## src/rtl/div_pkg.sv

```systemverilog
// div_pkg: shared FSM state encoding and divide-by-zero quotient constant for div_seq
package div_pkg;
    typedef enum logic [1:0] {IDLE = 2'd0, RUN = 2'd1, DONE = 2'd2} div_state_t;
    localparam logic [63:0] DIV_DZ_QUOT = '1;
endpackage

```

## src/rtl/div_sub_step.sv

```systemverilog
// div_sub_step: WIDTH+1-bit trial subtract (partial + ~divisor + 1) giving difference and borrow
module div_sub_step #(
    parameter int WIDTH = 32
) (
    input  logic [WIDTH:0]   partial,
    input  logic [WIDTH-1:0] divisor,
    output logic [WIDTH:0]   diff,
    output logic             borrow
);
    logic carry;
    assign {carry, diff} = {1'b0, partial} + {1'b0, ~{1'b0, divisor}} + (WIDTH+2)'(1);
    assign borrow = ~carry;
endmodule

```

## src/rtl/div_seq.sv

```systemverilog
// div_seq: iterative unsigned restoring divider, start/busy handshake, one step per clock, done pulse with quotient/remainder/dz
module div_seq
    import div_pkg::*;
#(
    parameter int WIDTH = 32
) (
    input  logic             clk_i,
    input  logic             rst_i,
    input  logic             start_i,
    input  logic [WIDTH-1:0] dividend_i,
    input  logic [WIDTH-1:0] divisor_i,
    output logic             busy_o,
    output logic             done_o,
    output logic [WIDTH-1:0] quotient_o,
    output logic [WIDTH-1:0] remainder_o,
    output logic             dz_o
);
    localparam int CW = $clog2(WIDTH);
    div_state_t state;
    logic [CW-1:0] cnt;
    logic [WIDTH-1:0] dvd, dvs, quot;
    logic [WIDTH:0] rem, shifted, diff;
    logic borrow, dz, unused_msb;
    assign unused_msb = rem[WIDTH];
    assign shifted = {rem[WIDTH-1:0], dvd[WIDTH-1]};
    div_sub_step #(.WIDTH(WIDTH)) u_step (
        .partial(shifted),
        .divisor(dvs),
        .diff(diff),
        .borrow(borrow)
    );
    always_ff @(posedge clk_i) begin
        if (rst_i) begin
            state <= IDLE;
            cnt   <= '0;
            dvd   <= '0;
            dvs   <= '0;
            quot  <= '0;
            rem   <= '0;
            dz    <= 1'b0;
        end else begin
            case (state)
                IDLE: if (start_i) begin
                    dvd   <= dividend_i;
                    dvs   <= divisor_i;
                    cnt   <= CW'(WIDTH-1);
                    dz    <= divisor_i == '0;
                    quot  <= divisor_i == '0 ? DIV_DZ_QUOT[WIDTH-1:0] : '0;
                    rem   <= divisor_i == '0 ? {1'b0, dividend_i} : '0;
                    state <= divisor_i == '0 ? DONE : RUN;
                end
                RUN: begin
                    dvd   <= dvd << 1;
                    rem   <= borrow ? shifted : diff;
                    quot  <= {quot[WIDTH-2:0], ~borrow};
                    cnt   <= cnt - CW'(1);
                    state <= cnt == '0 ? DONE : RUN;
                end
                default: state <= IDLE;
            endcase
        end
    end
    assign busy_o      = state != IDLE;
    assign done_o      = state == DONE;
    assign quotient_o  = quot;
    assign remainder_o = rem[WIDTH-1:0];
    assign dz_o        = dz;
endmodule

```

## config.mk

```make
export PLATFORM = sky130hd
export DESIGN_NAME = div_seq
export DESIGN_NICKNAME = d
export VERILOG_FILES = /design/src/rtl/div_pkg.sv /design/src/rtl/div_sub_step.sv /design/src/rtl/div_seq.sv
export SDC_FILE = /design/constraint.sdc
export NUM_CORES = 1
export LEC_CHECK = 0
export CAP_MARGIN = 20
export CORE_MARGIN = 8
export CORE_UTILIZATION = 55
export CTS_BUF_LIST = sky130_fd_sc_hd__clkbuf_8
export DETAILED_ROUTE_END_ITERATION = 8
export GPL_ROUTABILITY_DRIVEN = 1
export HOLD_SLACK_MARGIN = 0.06
export PLACE_DENSITY = 0.89
export SETUP_SLACK_MARGIN = 0.05
export SYNTH_ARGS = -nofsm -noshare
export SYNTH_HDL_FRONTEND = slang
export SYNTH_SLANG_ARGS = --single-unit
```

## constraint.sdc

```tcl
create_clock -name clk_i -period 3.8 [get_ports clk_i]
set_clock_uncertainty 0.2 [all_clocks]
set_input_delay 0.57 -clock clk_i [delete_from_list [all_inputs] [get_ports clk_i]]
set_output_delay 0.57 -clock clk_i [all_outputs]
set_load 0.01 [all_outputs]
```

==> results of run 1 <==
## flip-flops by register name, summed over array words and instances, names as in the netlist
name and count:
rem 32, quotient_o 32, state 2, dvs 32
cnt 5, dz_o 1, dvd 32
## stage by stage
| stage | worst slack, ns | cells | hold WS (ns) |
|---|---|---|---|
| 2_1_floorplan | 1.10 | 953 | 0.232 |
| 3_3_place_gp | 0.458 | 1206 | 0.242 |
| 3_5_place_dp | 0.436 | 1206 | 0.245 |
| 4_1_cts | 0.622 | 1238 | 0.258 |
| 5_1_grt | 0.433 | 1238 | 0.277 |
| 6_report | 0.599 | 1238 | 0.258 |
## kinds of logic after synthesis
kind of cell	synth area share [%]
fa+ha+maj	5.72
compound gates	27.2
flops	36.0
xor+xnor	3.24
buf+inv	6.63
mux	2.51
simple gates	18.7
## final cells by class
class	instances	area share, %
Multi-Input combinational cell	700	46.9
Sequential cell	136	29.3
Timing Repair Buffer	148	15.5
Clock buffer	17	2.52
Tap cell	180	2.42
Inverter	42	1.70
Clock inverter	15	1.67
## critical path, cell delays in order (launching register included)
cell       delay (ns)
dfxtp_1          0.45
ha_1             0.36
a21o_1           0.23
a21o_1           0.18
a21oi_2          0.15
nor2_1           0.09
a221oi_4         0.33
nand3_4          0.48
mux2i_1          0.26
a2111oi_2        0.36
## metal layers
layer	GRT usage, %	vias to the layer above	wire [um]
met5	0	-	0
met4	12.0	0	953
met3	9.45	81	2150
met2	38.7	346	10300
met1	29.2	3550	9210
li1	-	3651	-
## power groups by stage
stage	sequential, mW	clock [mW]	combinational (mW)
4_1_cts	1.67	1.23	2.15
3_3_place_gp	1.70	0	2.08
2_1_floorplan	1.69	0	1.69
3_5_place_dp	1.70	0	2.13
6_report	1.68	1.23	2.18
5_1_grt	1.69	1.29	2.38
## placed cells by master, fill, tap and decap left out, types with 4 or more instances in the layout
cell,Yosys,final
o211ai_1,5,5
a211oi_1,11,11
nand4_1,11,11
dfxtp_1,136,136
nor4_1,10,10
nand2_1,152,151
a31oi_1,10,10
mux2i_1,19,19
buf_4,1,16
nor2b_1,9,8
a21o_1,19,19
o31ai_1,5,5
nand4b_1,4,4
ha_1,33,33
inv_1,42,42
a22oi_1,37,37
o21ai_0,15,15
and3_1,4,4
a21oi_1,116,116
inv_6,0,9
clkbuf_8,0,17
nor3_1,8,8
xor2_1,10,10
a311oi_1,37,37
a221oi_1,18,18
nand3_1,32,32
clkdlybuf4s50_1,0,132
nor2_1,68,66
xnor2_1,18,18
## worst paths after layout
| check | from | to | slack, ns | cells past startpoint |
|---|---|---|---|---|
| worst min register to register | dvs[26]$_SDFFE_PP0P_ | dvs[26]$_SDFFE_PP0P_ | 0.26 | 2 |
| worst max register to register | rem[25]$_SDFFE_PP0P_ | rem[12]$_SDFFE_PP0P_ | 0.60 | 9 |
| worst max-delay path | rem[25]$_SDFFE_PP0P_ | rem[12]$_SDFFE_PP0P_ | 0.60 | 9 |
| worst min-delay path | dvs[26]$_SDFFE_PP0P_ | dvs[26]$_SDFFE_PP0P_ | 0.26 | 2 |
==> impl_metrics.json, run 1 <==
{
  "hp-class": "register to register",
  "power.internal_mw": 3.02,
  "period_minus_slack_ns": 3.20,
  "drt_iter0_markers": 865,
  "setup_viol": 0,
  "rows": 43,
  "finalPower_mw": 5.09,
  "utilization_pct": 68.0,
  "drt_wl_total_mm": 22.6,
  "status": "completed",
  "viasPerCell": 6.16,
  "synth_cell_type_count": 61,
  "slew_headroom_pct": 51.1,
  "cts_tree": "yes",
  "drc": 0,
  "grt_pass1_vias": 7242,
  "num_vias": 7628,
  "p_seq_share_pct": 32.9,
  "end_kind": "register",
  "slew_viol_final": 0,
  "maxCapViolations": 0,
  "cts.path.max_buffers": 2,
  "grt.total_usage_pct": 24.8,
  "ys.flop_type": "dfxtp_1",
  "dp_hpwl_mm": 16.2,
  "coreArea_sq_mm": 0.0137,
  "clk_latency_ns": 0.47,
  "drive_gt1_share_pct": 6.05,
  "n_fill_cell": 1160,
  "fp.dieArea_sq_mm": 0.0178,
  "dpl_cell_area_sq_mm": 0.00891,
  "wire_per_inst_um": 18.3,
  "seq_area_frac_synth_pct": 36.0,
  "netlist_instances": 953,
  "io_buffers": 133,
  "switchingPower_mw": 2.07,
  "fin_area_sq_mm": 0.00930,
  "area.sequential_sq_mm": 0.00272,
  "post_cts_buffers": 0,
  "postCtsResizedCells": 0,
  "period_share_pct": 84.2,
  "start_util_pct": 55.4,
  "combPwrFrac_pct": 42.9,
  "yosysMostFrequentCell": "nand2_1",
  "fin_nets": 1146,
  "ys_seq_elements": 136,
  "swShare_pct": 40.6,
  "cts_buffers": 17,
  "grt_first_pass_wirelength_mm": 36.0,
  "startpoint_type": "register",
  "synth-edff-count": 0,
  "rsz0062_at_grt": "false",
  "p_per_area_mw_per_mm2": 547,
  "arrival_ns": 3.37,
  "htree_levels": 4,
  "area_delta_synth_final_pct": 22.9,
  "worst_slew_pin_slew_ns": 0.730,
  "syn-num-nets": 1054,
  "crit_fanout": 30,
  "critPathRequiredTime_ns": 3.97,
  "die_h_um": 133,
  "multi_input_area_sq_mm": 0.00436,
  "avgSynthCellArea_sq_um": 7.94,
  "fp.dieW_um": 133,
  "clkSinkCount": 136,
  "cts-root-buf": "clkbuf_8",
  "ant_nets": 0,
  "power.leakage_nw": 3.49,
  "synth_area_leader_cell": "dfxtp_1",
  "drt-pass1-iter-count": 6,
  "grt_max_degree": 68,
  "crit_type": "register to register",
  "async_reset_ff_share_pct": 0,
  "tns_ns": 0,
  "ctsHoldBuffers": 0,
  "yosys_warnings": 0,
  "irDropWorstVdd_uv": 342,
  "grt_antenna_before_repair": 0,
  "overflow": 0,
  "clkTransAtPathRegs_ns": 0.09,
  "hold_viol": 0,
  "gp_congestion": 0.965,
  "boundaryPins": 134,
  "timing.fmax_mhz": 312,
  "n_antenna_cell": 0,
  "synth_area_leaders": "dfxtp_1 36%, a21oi_1 7.7%, nand2_1 7.5%",
  "pwr-share-clk_pct": 24.1,
  "synth_top_area_share_pct": 36.0,
  "synth_common_cells": "152 x nand2_1, 136 x dfxtp_1, 116 x a21oi_1",
  "syn_area_sq_mm": 0.00756
}
Note: power is estimated with default switching activity, not from simulation.
==> run 2: changes to the inputs <==
Clock period 3.8 ns to 3.27 ns, I/O delays scaled along.
==> impl_metrics.json, run 2 (same netlist as run 1, synthesis figures left out) <==
{
  "cts_tree": "yes",
  "combPwrFrac_pct": 45.5,
  "fin_nets": 1165,
  "clkTransAtPathRegs_ns": 0.09,
  "rows": 43,
  "start_util_pct": 55.4,
  "slew_headroom_pct": 56.9,
  "irDropWorstVdd_uv": 425,
  "hold_viol": 0,
  "timing.fmax_mhz": 322,
  "power.leakage_nw": 3.60,
  "hp-class": "input port to register",
  "drt_iter0_markers": 755,
  "arrival_ns": 3.27,
  "setup_viol": 0,
  "power.internal_mw": 3.68,
  "drc": 0,
  "final_cell_mix": "151 x nand2_1, 136 x dfxtp_1, 132 x clkdlybuf4s50_1",
  "crit_fanout": 9,
  "crit_path_top_delay_cell": "dfxtp_1",
  "n_antenna_cell": 0,
  "clk_latency_ns": 0.47,
  "rsz0062_at_grt": "true",
  "max_stage_delay_ns": 0.46,
  "grt.total_usage_pct": 24.8,
  "p_seq_share_pct": 32.1,
  "drt_wl_total_mm": 22.8,
  "pwr-share-clk_pct": 22.4,
  "num_vias": 7747,
  "cts-root-buf": "clkbuf_8",
  "swShare_pct": 39.4,
  "fp.dieArea_sq_mm": 0.0178,
  "grt_max_degree": 77,
  "htree_levels": 4,
  "ant_nets": 0,
  "dp_hpwl_mm": 16.2,
  "period_minus_slack_ns": 3.10,
  "r2r-start": "rem[15]$_SDFFE_PP0P_",
  "hold_start": "rst_i",
  "period_share_pct": 94.9,
  "cts_buffers": 17,
  "drive_gt1_share_pct": 7.89,
  "grt_first_pass_wirelength_mm": 36.5,
  "path_cells": "ha_1 > a21oi_1 > o21ai_1 > or2_0 > nand3b_2 > nand3_2 > nand3_4 > buf_4 > mux2i_1 > a2111oi_2",
  "overflow": 0,
  "status": "completed",
  "fp.dieW_um": 133,
  "critPathLaunch": "rem[15]$_SDFFE_PP0P_",
  "cts.path.max_buffers": 2,
  "wire_per_inst_um": 18.1,
  "p_per_area_mw_per_mm2": 641,
  "boundaryPins": 134,
  "critPathRequiredTime_ns": 3.43,
  "tns_ns": 0,
  "switchingPower_mw": 2.40,
  "maxCapViolations": 0,
  "gp_congestion": 0.933,
  "grt_antenna_before_repair": 0,
  "area_delta_synth_final_pct": 25.3,
  "slew_viol_final": 0,
  "coreArea_sq_mm": 0.0137,
  "crit_type": "register to register",
  "rrSetupSlack_ns": 0.17,
  "finalPower_mw": 6.08,
  "end_kind": "register",
  "viasPerCell": 6.16,
  "grt_pass1_vias": 7258,
  "startpoint_type": "register",
  "clkSinkCount": 136,
  "io_buffers": 133,
  "drt-pass1-iter-count": 5,
  "worst_slew_pin_slew_ns": 0.647,
  "die_h_um": 133,
  "layout_commonest_cell": "nand2_1"
}
==> run 2: cell types whose count changed in the layout (fill, tap and decap cells not counted), sizes merged <==
cell and change:
clkinvlp -1, clkinv +10, inv -9, buf +19
==> run 2: worst max-delay path, delay by kind of cell, from the launching register on <==
| kind | cells | cell delay (ns) |
|---|---|---|
| AND/OR/NAND/NOR | 4 | 0.87 |
| adder cells (fa/ha/maj) | 1 | 0.36 |
| multiplexers | 1 | 0.15 |
| flip-flops | 1 | 0.46 |
| buffers and inverters | 1 | 0.22 |
| AO/OA/AOI/OAI | 3 | 0.76 |
==> run 2: final timing paths <==
| kind | to | cells after the start |
|---|---|---|
| hold reg to reg | dvs[20]$_SDFFE_PP0P_ | 2 |
| setup reg to reg | rem[12]$_SDFFE_PP0P_ | 10 |
| setup / recovery | rem[12]$_SDFFE_PP0P_ | 10 |
| hold / removal | rem[31]$_SDFFE_PP0P_ | 2 |
==> run 2: through the flow <==
step	hold WS, ns	cells	setup slack (ns)	util (%)	instance area, sq um
after floorplan	0.232	953	0.567	-	7560
after global placement	0.242	1219	0.212	66.2	9040
after detailed placement	0.247	1219	0.126	66.2	9040
after CTS	0.194	1251	0.0854	69.0	9430
after global routing	0.208	1257	0.0438	69.4	9480
final	0.202	1257	0.167	69.4	9480
==> run 2: what timing repair did <==
action	in CTS	in global routing
hold buffers	0	0
buffers inserted	0	6
gates resized for setup	0	4
endpoints found under the setup margin	0	18
==> run 2: metal layers <==
metal  track usage, %  part of all wire, %  wire, um  vias to the layer above
li1                 -                    -         -                     3686
met1             29.7                   41      9360                     3608
met2             39.6                   46     10500                      376
met3             8.36                  9.1      2080                       77
met4             10.7                  3.9       882                        0
met5                0                    0         0                        -
==> run 2: layout make-up <==
class                   instances  area (sq um)
clock buffers                  17           234
repair buffers                167          1620
clock inverters                15           150
flip-flops and latches        136          2720
inverters                      42           158
well taps                     180           225
multi-input cells             700          4370
fillers                      1113          4190
==> run 2: power by group through the flow <==
stage	clock (mW)	combinational (mW)	sequential, mW
2_1_floorplan	0	1.97	1.97
3_5_place_dp	0	2.57	1.98
3_3_place_gp	0	2.51	1.98
4_1_cts	1.37	2.60	1.95
5_1_grt	1.45	2.99	1.97
6_report	1.36	2.76	1.95
